`config.mk`:
```
export PLATFORM = sky130hd
export DESIGN_NAME = nes_joypad_regs
export DESIGN_NICKNAME = d
export VERILOG_FILES = /design/src/rtl/nes_joypad_pkg.sv /design/src/rtl/nes_joypad_channel.sv /design/src/rtl/nes_joypad_regs.sv
export SDC_FILE = /design/constraint.sdc
export NUM_CORES = 1
export LEC_CHECK = 0
export ABC_AREA = 1
export BUFFER_PORTS_ARGS = -buffer_cell sky130_fd_sc_hd__buf_4
export CAP_MARGIN = 20
export CORE_MARGIN = 5
export CORE_UTILIZATION = 63
export CTS_BUF_LIST = sky130_fd_sc_hd__clkbuf_4 sky130_fd_sc_hd__clkbuf_8 sky130_fd_sc_hd__clkbuf_16
export CTS_CLUSTER_SIZE = 30
export DETAILED_ROUTE_END_ITERATION = 16
export PLACE_DENSITY = 0.82
export SLEW_MARGIN = 20
export SYNTH_ARGS = -nofsm -noshare
export SYNTH_HDL_FRONTEND = slang
export SYNTH_SLANG_ARGS = --single-unit
```
`constraint.sdc`:
```
create_clock -name i_clk -period 3.7 [get_ports i_clk]
set_input_delay 0.925 -clock i_clk [delete_from_list [all_inputs] [get_ports i_clk]]
set_output_delay 0.925 -clock i_clk [all_outputs]
set_load 0.05 [all_outputs]
```
`src/rtl/nes_joypad_pkg.sv`:
```
// Shared constants for the NES joypad register block: button bit positions,
// CPU register addresses, open-bus default and stale-timer width.
package nes_joypad_pkg;

    localparam int BTN_A      = 0;
    localparam int BTN_B      = 1;
    localparam int BTN_SELECT = 2;
    localparam int BTN_START  = 3;
    localparam int BTN_UP     = 4;
    localparam int BTN_DOWN   = 5;
    localparam int BTN_LEFT   = 6;
    localparam int BTN_RIGHT  = 7;

    localparam logic ADDR_4016 = 1'b0;
    localparam logic ADDR_4017 = 1'b1;

    localparam logic [2:0] OPEN_BUS_HI_DEF = 3'b010;

    localparam int STALE_W = 20;

endpackage

```
`src/rtl/nes_joypad_channel.sv`:
```
// Per-pad snapshot, presence timer, optional turbo gating and serial shift register.
// Snapshot/presence update one edge after valid; serial bit is combinational from the shift register.
// No backpressure: the reader's valid is sampled every cycle; turbo gating needs NES_JOYPAD_TURBO_EN.
module nes_joypad_channel
    import nes_joypad_pkg::*;
#(
    parameter int STALE_CYCLES = 900000
) (
    input  logic       clk_i,
    input  logic       rst_n_i,
    input  logic [7:0] state_i,
    input  logic       valid_i,
    input  logic [1:0] turbo_i,
    input  logic       turbo_phase_i,
    input  logic       strobe_i,
    input  logic       shift_i,
    output logic       serial_o,
    output logic       present_o
);

    localparam logic [STALE_W-1:0] STALE_LAST = STALE_W'(STALE_CYCLES - 1);

    logic [7:0]         snap_q;
    logic [7:0]         shreg_q, shreg_d;
    logic [STALE_W-1:0] stale_q;
    logic               present_q;
    logic [7:0]         eff_snap;

    always_ff @(posedge clk_i) begin
        if (!rst_n_i) begin
            snap_q    <= 8'h00;
            stale_q   <= '0;
            present_q <= 1'b0;
        end else if (valid_i) begin
            snap_q    <= state_i;
            stale_q   <= '0;
            present_q <= 1'b1;
        end else if (stale_q == STALE_LAST) begin
            // Saturated: pad is gone, so it must read as "no buttons".
            snap_q    <= 8'h00;
            present_q <= 1'b0;
        end else begin
            stale_q   <= stale_q + 1'b1;
        end
    end

`ifdef NES_JOYPAD_TURBO_EN
    always_comb begin
        eff_snap        = snap_q;
        eff_snap[BTN_A] = snap_q[BTN_A] & (~turbo_i[0] | turbo_phase_i);
        eff_snap[BTN_B] = snap_q[BTN_B] & (~turbo_i[1] | turbo_phase_i);
    end
`else
    wire unused_turbo = ^{turbo_i, turbo_phase_i};
    assign eff_snap = snap_q;
`endif

    always_comb begin
        shreg_d = shreg_q;
        if (strobe_i) begin
            shreg_d = eff_snap;
        end else if (shift_i) begin
            shreg_d = {1'b1, shreg_q[7:1]};
        end
    end

    always_ff @(posedge clk_i) begin
        if (!rst_n_i) begin
            shreg_q <= 8'h00;
        end else begin
            shreg_q <= shreg_d;
        end
    end

    assign serial_o  = shreg_q[0];
    assign present_o = present_q;

endmodule

```
`src/rtl/nes_joypad_regs.sv`:
```
// CPU-facing $4016/$4017 joypad registers: strobe latch, per-pad serial readout, presence flags.
// Read data is combinational in the cycle of i_cpu_re; the shift takes effect at the end of that cycle.
// No backpressure: one shift per read strobe cycle. Optional turbo via NES_JOYPAD_TURBO_EN.
module nes_joypad_regs
    import nes_joypad_pkg::*;
#(
    parameter logic [2:0] OPEN_BUS_HI       = OPEN_BUS_HI_DEF,
    parameter int         STALE_CYCLES      = 900000,
    parameter int         TURBO_HALF_PERIOD = 1350000
) (
    input  logic       i_clk,
    input  logic       i_rst_n,
    input  logic [7:0] i_pad0_state,
    input  logic       i_pad0_valid,
    input  logic [7:0] i_pad1_state,
    input  logic       i_pad1_valid,
    input  logic [1:0] i_pad0_turbo,
    input  logic [1:0] i_pad1_turbo,
    input  logic       i_cpu_addr,
    input  logic       i_cpu_we,
    input  logic       i_cpu_re,
    input  logic [7:0] i_cpu_din,
    output logic [7:0] o_cpu_dout,
    output logic [1:0] o_pad_present
);

    logic strobe_q, strobe_d;
    logic turbo_phase;
    logic read_shift;
    logic serial0, serial1;

    wire unused_din = ^i_cpu_din[7:1];

    always_comb begin
        strobe_d = strobe_q;
        if (i_cpu_we && (i_cpu_addr == ADDR_4016)) begin
            strobe_d = i_cpu_din[0];
        end
    end

    always_ff @(posedge i_clk) begin
        if (!i_rst_n) begin
            strobe_q <= 1'b0;
        end else begin
            strobe_q <= strobe_d;
        end
    end

    // A read coinciding with a write returns data but never advances the shifter.
    assign read_shift = i_cpu_re & ~i_cpu_we;

`ifdef NES_JOYPAD_TURBO_EN
    localparam int TW = $clog2(TURBO_HALF_PERIOD + 1);
    localparam logic [TW-1:0] TURBO_LAST = TW'(TURBO_HALF_PERIOD - 1);

    logic [TW-1:0] turbo_cnt_q;
    logic          turbo_phase_q;

    always_ff @(posedge i_clk) begin
        if (!i_rst_n) begin
            turbo_cnt_q   <= '0;
            turbo_phase_q <= 1'b0;
        end else if (turbo_cnt_q == TURBO_LAST) begin
            turbo_cnt_q   <= '0;
            turbo_phase_q <= ~turbo_phase_q;
        end else begin
            turbo_cnt_q   <= turbo_cnt_q + 1'b1;
        end
    end

    assign turbo_phase = turbo_phase_q;
`else
    assign turbo_phase = 1'b0;
`endif

    nes_joypad_channel #(.STALE_CYCLES(STALE_CYCLES)) u_pad0 (
        .clk_i         (i_clk),
        .rst_n_i       (i_rst_n),
        .state_i       (i_pad0_state),
        .valid_i       (i_pad0_valid),
        .turbo_i       (i_pad0_turbo),
        .turbo_phase_i (turbo_phase),
        .strobe_i      (strobe_q),
        .shift_i       (read_shift & (i_cpu_addr == ADDR_4016)),
        .serial_o      (serial0),
        .present_o     (o_pad_present[0])
    );

    nes_joypad_channel #(.STALE_CYCLES(STALE_CYCLES)) u_pad1 (
        .clk_i         (i_clk),
        .rst_n_i       (i_rst_n),
        .state_i       (i_pad1_state),
        .valid_i       (i_pad1_valid),
        .turbo_i       (i_pad1_turbo),
        .turbo_phase_i (turbo_phase),
        .strobe_i      (strobe_q),
        .shift_i       (read_shift & (i_cpu_addr == ADDR_4017)),
        .serial_o      (serial1),
        .present_o     (o_pad_present[1])
    );

    assign o_cpu_dout = {OPEN_BUS_HI, 4'b0000,
                         (i_cpu_addr == ADDR_4017) ? serial1 : serial0};

endmodule

```
==> results of run 1 <==
## state kept, by name, indices dropped and copies added (netlist names)
register,flops
strobe_q,1
u_pad0.eff_snap,8
u_pad0.present_o,1
u_pad0.shreg_q,8
u_pad0.stale_q,20
u_pad1.eff_snap,8
u_pad1.present_o,1
u_pad1.shreg_q,8
u_pad1.stale_q,20
## layout make-up
cell class,count,area (sq um)
fillers,510,1690
clock inverters,6,115
clock buffers,9,124
flip-flops and latches,75,1500
multi-input cells,394,1950
repair buffers,26,195
well taps,75,93.8
inverters,58,218
## worst min-delay path, delay by kind of cell (launching register included)
kind	cells	cell delay, ns
compound gates	1	0.05
simple gates	1	0.06
flops	1	0.31
## metrics by stage
stage | instance area (sq um) | setup WS, ns | power (mW) | std cells
finish | 4200 | 1.36 | 1.74 | 643
global route | 4200 | 1.31 | 1.81 | 643
CTS | 4200 | 1.35 | 1.75 | 643
detailed placement | 3960 | 1.35 | 0.996 | 628
global placement | 3960 | 1.37 | 0.993 | 628
floorplan | 3820 | 1.41 | 0.967 | 551
## layout by cell type (no fill, tap or decap), drive strengths merged, types with 2 or more instances in the layout
master,instances
clkinv,5
dfxtp,75
bufinv,3
inv,55
a311oi,12
xnor2,3
a21oi,50
nand2,134
nor3,11
a31oi,2
clkbuf,9
nand3,45
nand3b,4
nor2,81
conb,7
xor2,5
o21ai,26
ha,2
nand4,7
or2,2
buf,26
## report_power, final
part           internal, mW  total (mW)  switching, mW  leakage, nW
clock network         0.447       0.763          0.316        0.115
logic                0.0447       0.126         0.0818        0.839
registers             0.834       0.852         0.0176        0.611
total                  1.33        1.74          0.415         1.57
## worst paths after layout
kind / to / cells past startpoint
min: u_pad0.present_o$_SDFFE_PN0P_ / 2
min reg2reg: u_pad0.present_o$_SDFFE_PN0P_ / 2
max reg2reg: u_pad0.stale_q[1]$_SDFFE_PP0P_ / 6
max: o_cpu_dout[0] / 5
## cell families (layout without fill, tap and decap cells)
logic type,after synthesis,after routing,share of synthesized area
XOR/XNOR,8,8,0.0184
adder cells (fa/ha/maj),2,2,0.00657
buffers and inverters,82,99,0.0973
flip-flops,75,75,0.394
AND/OR/NAND/NOR,285,285,0.345
other,2,7,0.00197
AO/OA/AOI/OAI,92,92,0.136
## layer usage
layer	vias to the layer above	GRT usage	wire length (um)
met1	1607	0.301	3810
met5	-	0	0
met3	10	0.0499	505
met4	0	0.0837	94
li1	1797	-	-
met2	99	0.377	3900
==> results.py, run 1 <==
metrics = {
    "outcome": {
        "status": "finished clean",
    },
    "logic_synthesis": {
        "synth_sequential_area_ratio": 0.394,
        "ys_warn_count": 0,
        "syn_area_per_cell_sq_um": 6.97,
        "ys_ff_latch": 75,
        "synth_most_common_cell": "nand2_1",
        "yosys.area.top_type": "dfxtp_1",
        "synth_edf_count": 0,
        "synthCells": 546,
        "synth_flop_cell": "dfxtp_1",
        "synth_async_sr_flop_share": 0,
        "post-synth-top-area-fraction": 0.394,
        "synth_cell_types": 36,
        "synthTopCellsByArea": "dfxtp_1 39%, nand2_1 12%, nor2_1 6.8%, a21oi_1 6.4%, nand3_1 5.4%",
        "syn_area_sq_um": 3810,
        "synth_commonest_cells": "126 x nand2_1, 75 x dfxtp_1, 69 x nor2_1, 49 x a21oi_1, 47 x inv_1",
    },
    "floorplan": {
        "fp.dieH_um": 87.7,
        "ioPinCount": 45,
        "core-area_sq_um": 5890,
        "die_area_sq_um": 7700,
        "start_util": 0.647,
        "die_w_um": 87.7,
        "num_rows": 28,
    },
    "critical_path": {
        "cp.arrival_ns": 1.42,
        "cp.required_ns": 2.77,
        "crit_fanout": 4,
        "end_kind": "output port",
        "slowest_stage": "buf_4",
        "max_stage_delay_ns": 0.19,
        "crit_chain": "buf_4 -> inv_1 -> nand2_1 -> nand2_1 -> buf_4",
        "rr_startpoint": "u_pad0.stale_q[0]$_SDFFE_PP0P_",
        "path_buf_inv": 3,
        "path_class": "in -> out",
        "crit_family": "buffers and inverters",
        "crit_path_start": "i_cpu_addr",
        "r2r_slack_ns": 1.83,
        "start_kind": "input port",
    },
    "sta": {
        "finalSetupTns_ns": 0,
        "hold_violations": 0,
        "worstMarginPinSlew_ns": 0.586,
        "slew_headroom": 0.609,
        "max_freq_mhz": 427,
        "finalCriticalPeriod_ns": 2.34,
        "finalClockSkew_ns": 0.0125,
        "finalMaxSlewViolations": 0,
        "setup_viol": 0,
        "rsz0062_at_grt": "false",
        "hold_ws_ns": 0.463,
        "final.period_utilization": 0.633,
    },
    "detailed_routing": {
        "viasPerCell": 5.46,
        "firstDrtPassIters": 5,
        "wirelength_um": 8310,
        "vias": 3513,
        "drc_errors": 0,
        "antenna_left": 0,
        "drt_iter0_markers": 177,
        "routedWlPerCell_um": 12.9,
    },
    "flow_run": {
        "drv_cap": 0,
    },
    "min_path": {
        "min_path_type": "reg -> reg",
        "hold_start": "u_pad0.present_o$_SDFFE_PN0P_",
    },
    "clock_tree": {
        "cts_hold_buffers": 0,
        "post_cts_resized": 0,
        "root_buffer": "clkbuf_8",
        "cts_made_buffers": 9,
        "clk_latency_ns": 0.35,
        "path_clk_slew_ns": 0.07,
        "cts_setup_buffers": 0,
        "clock_sinks": 75,
        "cts_buffer_depth": 2,
        "htreeDepth": 3,
        "cts_tree": "built",
    },
    "global_route": {
        "grt_first_pass_wirelength_um": 14300,
        "grt_pass1_vias": 3274,
        "grt_usage": 0.231,
        "gr-total-overflow": 0,
        "grt_max_degree": 35,
        "antenna_found_initial": 0,
    },
    "final_layout": {
        "num-nets-final": 601,
        "drive_gt1_frac": 0.136,
        "fin_util": 0.714,
        "n_antenna_cell": 0,
        "syn_to_final_growth_pct": 10.4,
    },
    "power": {
        "power.density_nw_per_um2": 414,
        "peakVddDrop_mv": 0.301,
        "power.leakage_nw": 1.57,
    },
    "placed_design": {
        "globalplace.congestion": 0.970,
        "io_buffers": 26,
        "dpl.hpwl_um": 5890,
    },
}
(Power assumes the default switching activity.)
==> run 2, diff against run 1 <==
--- a/config.mk
+++ b/config.mk
@@ -9,11 +9,11 @@
 export BUFFER_PORTS_ARGS = -buffer_cell sky130_fd_sc_hd__buf_4
 export CAP_MARGIN = 20
 export CORE_MARGIN = 5
-export CORE_UTILIZATION = 63
+export CORE_UTILIZATION = 52
 export CTS_BUF_LIST = sky130_fd_sc_hd__clkbuf_4 sky130_fd_sc_hd__clkbuf_8 sky130_fd_sc_hd__clkbuf_16
 export CTS_CLUSTER_SIZE = 30
 export DETAILED_ROUTE_END_ITERATION = 16
-export PLACE_DENSITY = 0.82
+export PLACE_DENSITY = 0.72
 export SLEW_MARGIN = 20
 export SYNTH_ARGS = -nofsm -noshare
 export SYNTH_HDL_FRONTEND = slang
==> constraint.sdc (replaced) <==
create_clock -name i_clk -period 2.15 [get_ports i_clk]
set_input_delay 0.5375 -clock i_clk [delete_from_list [all_inputs] [get_ports i_clk]]
set_output_delay 0.5375 -clock i_clk [all_outputs]
set_load 0.05 [all_outputs]
==> run 2 against run 1 <==
Net effect:
- utilization down 12 points
- via count rose by 0.40%
- critical endpoint is now u_pad0.stale_q[0]$_SDFFE_PP0P_
- first-iteration DRC count is 26% lower
- sequential share of layout area down 0.50 points
==> results.py, run 2 (synthesis results as in run 1) <==
metrics = {
    "final_layout": {
        "final_cell_area_sq_um": 4260,
        "num-nets-final": 605,
        "drive_gt1_frac": 0.142,
        "n_antenna_cell": 0,
        "top_regs": "u_pad0.stale_q: 20 flops, u_pad1.stale_q: 20 flops",
        "mostFrequentLayoutCell": "nand2_1",
        "syn_to_final_growth_pct": 11.9,
        "fillers": 702,
        "final_cell_mix": "126 x nand2_1, 75 x dfxtp_1, 69 x nor2_1",
    },
    "clock_tree": {
        "cts_setup_buffers": 0,
        "post_cts_resized": 0,
        "htreeDepth": 3,
        "clock_sinks": 75,
        "cts_made_buffers": 9,
        "path_clk_slew_ns": 0.08,
        "root_buffer": "clkbuf_8",
        "cts_hold_buffers": 0,
        "cts_tree": "built",
        "clk_latency_ns": 0.35,
        "cts_buffer_depth": 2,
    },
    "sta": {
        "finalClockSkew_ns": 0.00892,
        "final.period_utilization": 0.834,
        "max_freq_mhz": 558,
        "finalMaxSlewViolations": 0,
        "finalSetupTns_ns": 0,
        "hold_violations": 0,
        "finalCriticalPeriod_ns": 1.79,
        "setup_viol": 0,
        "rsz0062_at_grt": "false",
    },
    "detailed_routing": {
        "antenna_left": 0,
        "drt_iter0_markers": 131,
        "firstDrtPassIters": 5,
        "vias": 3527,
        "wirelength_um": 8240,
        "routedWlPerCell_um": 12.3,
        "drc_errors": 0,
        "viasPerCell": 5.26,
    },
    "floorplan": {
        "start_util": 0.530,
        "die_w_um": 95.6,
        "num_rows": 31,
        "core-area_sq_um": 7180,
        "fp.dieH_um": 95.6,
        "die_area_sq_um": 9130,
        "ioPinCount": 45,
    },
    "placed_design": {
        "io_buffers": 26,
        "place_area_sq_um": 4020,
        "dpl.hpwl_um": 5970,
        "globalplace.congestion": 0.910,
    },
    "global_route": {
        "antenna_found_initial": 0,
        "grt_first_pass_wirelength_um": 14300,
        "grt_usage": 0.192,
        "gr-total-overflow": 0,
        "grt_pass1_vias": 3319,
        "grt_max_degree": 20,
    },
    "power": {
        "peakVddDrop_mv": 0.317,
        "finalPower_mw": 2.99,
        "power.leakage_nw": 1.59,
        "power.density_nw_per_um2": 701,
    },
    "critical_path": {
        "endpoint": "u_pad0.stale_q[0]$_SDFFE_PP0P_",
        "r2r-end": "u_pad0.stale_q[0]$_SDFFE_PP0P_",
        "reg2reg_depth": 6,
        "cp.required_ns": 2.38,
        "end_kind": "flop",
        "crit_path_start": "u_pad0.stale_q[0]$_SDFFE_PP0P_",
        "rr_startpoint": "u_pad0.stale_q[0]$_SDFFE_PP0P_",
        "start_kind": "flop",
        "cp.arrival_ns": 2.03,
        "crit_fanout": 11,
        "r2r_slack_ns": 0.36,
        "path_class": "reg -> reg",
    },
    "flow_run": {
        "drv_cap": 0,
    },
    "min_path": {
        "min_path_type": "in -> reg",
        "whs_path_depth": 3,
    },
    "outcome": {
        "status": "finished clean",
    },
}
-- run 2: how the worst min path moves through the flow --
stage / startpoint / end / slack, ns
6_report: i_pad1_state[4] / u_pad1.eff_snap[4]$_SDFFE_PN0P_ / 0.44
5_1_grt: i_pad0_state[3] / u_pad0.eff_snap[3]$_SDFFE_PN0P_ / 0.44
4_1_cts: i_pad0_state[3] / u_pad0.eff_snap[3]$_SDFFE_PN0P_ / 0.43
3_5_place_dp: u_pad0.present_o$_SDFFE_PN0P_ / u_pad0.present_o$_SDFFE_PN0P_ / 0.46
3_3_place_gp: u_pad1.present_o$_SDFFE_PN0P_ / u_pad1.present_o$_SDFFE_PN0P_ / 0.45
2_1_floorplan: u_pad1.present_o$_SDFFE_PN0P_ / u_pad1.present_o$_SDFFE_PN0P_ / 0.44
-- run 2: report_power, final --
group / total (mW) / internal (mW) / switching (mW) / leakage (nW)
logic: 0.227 / 0.0816 / 0.145 / 0.859
clock network: 1.30 / 0.768 / 0.529 / 0.115
registers: 1.46 / 1.44 / 0.0263 / 0.611
-- run 2: area by class of cell --
type	instances	area, sq um	area share
multi-input combinational	394	1950	0.458
sequential	75	1500	0.352
timing repair buffer	30	225	0.0529
inverter	58	218	0.0511
clock buffer	9	124	0.0291
tap	99	124	0.0291
clock inverter	6	115	0.0270
-- run 2: layer usage --
metal / up-vias / GRT usage / wire length [um]
li1: 1803 / - / -
met1: 1633 / 0.243 / 3760
met4: 0 / 0.0746 / 117
met5: - / 0 / 0
met3: 10 / 0.0284 / 461
met2: 81 / 0.328 / 3890
-- run 2: per-stage QoR --
step	hold WS, ns	util	worst slack [ns]	std cells
after floorplan	0.439	-	0.631	551
after global routing	0.439	0.594	0.182	671
after detailed placement	0.463	0.560	0.400	656
final	0.443	0.594	0.358	671
after CTS	0.433	0.594	0.369	671
after global placement	0.453	0.560	0.436	656
-- run 2: critical path: stages, from the launching register on --
cell	delay, ns
dfxtp_1	0.43
ha_1	0.23
nand3_1	0.19
nor2_1	0.15
nand3_1	0.33
o21ai_0	0.28
nor2_1	0.06
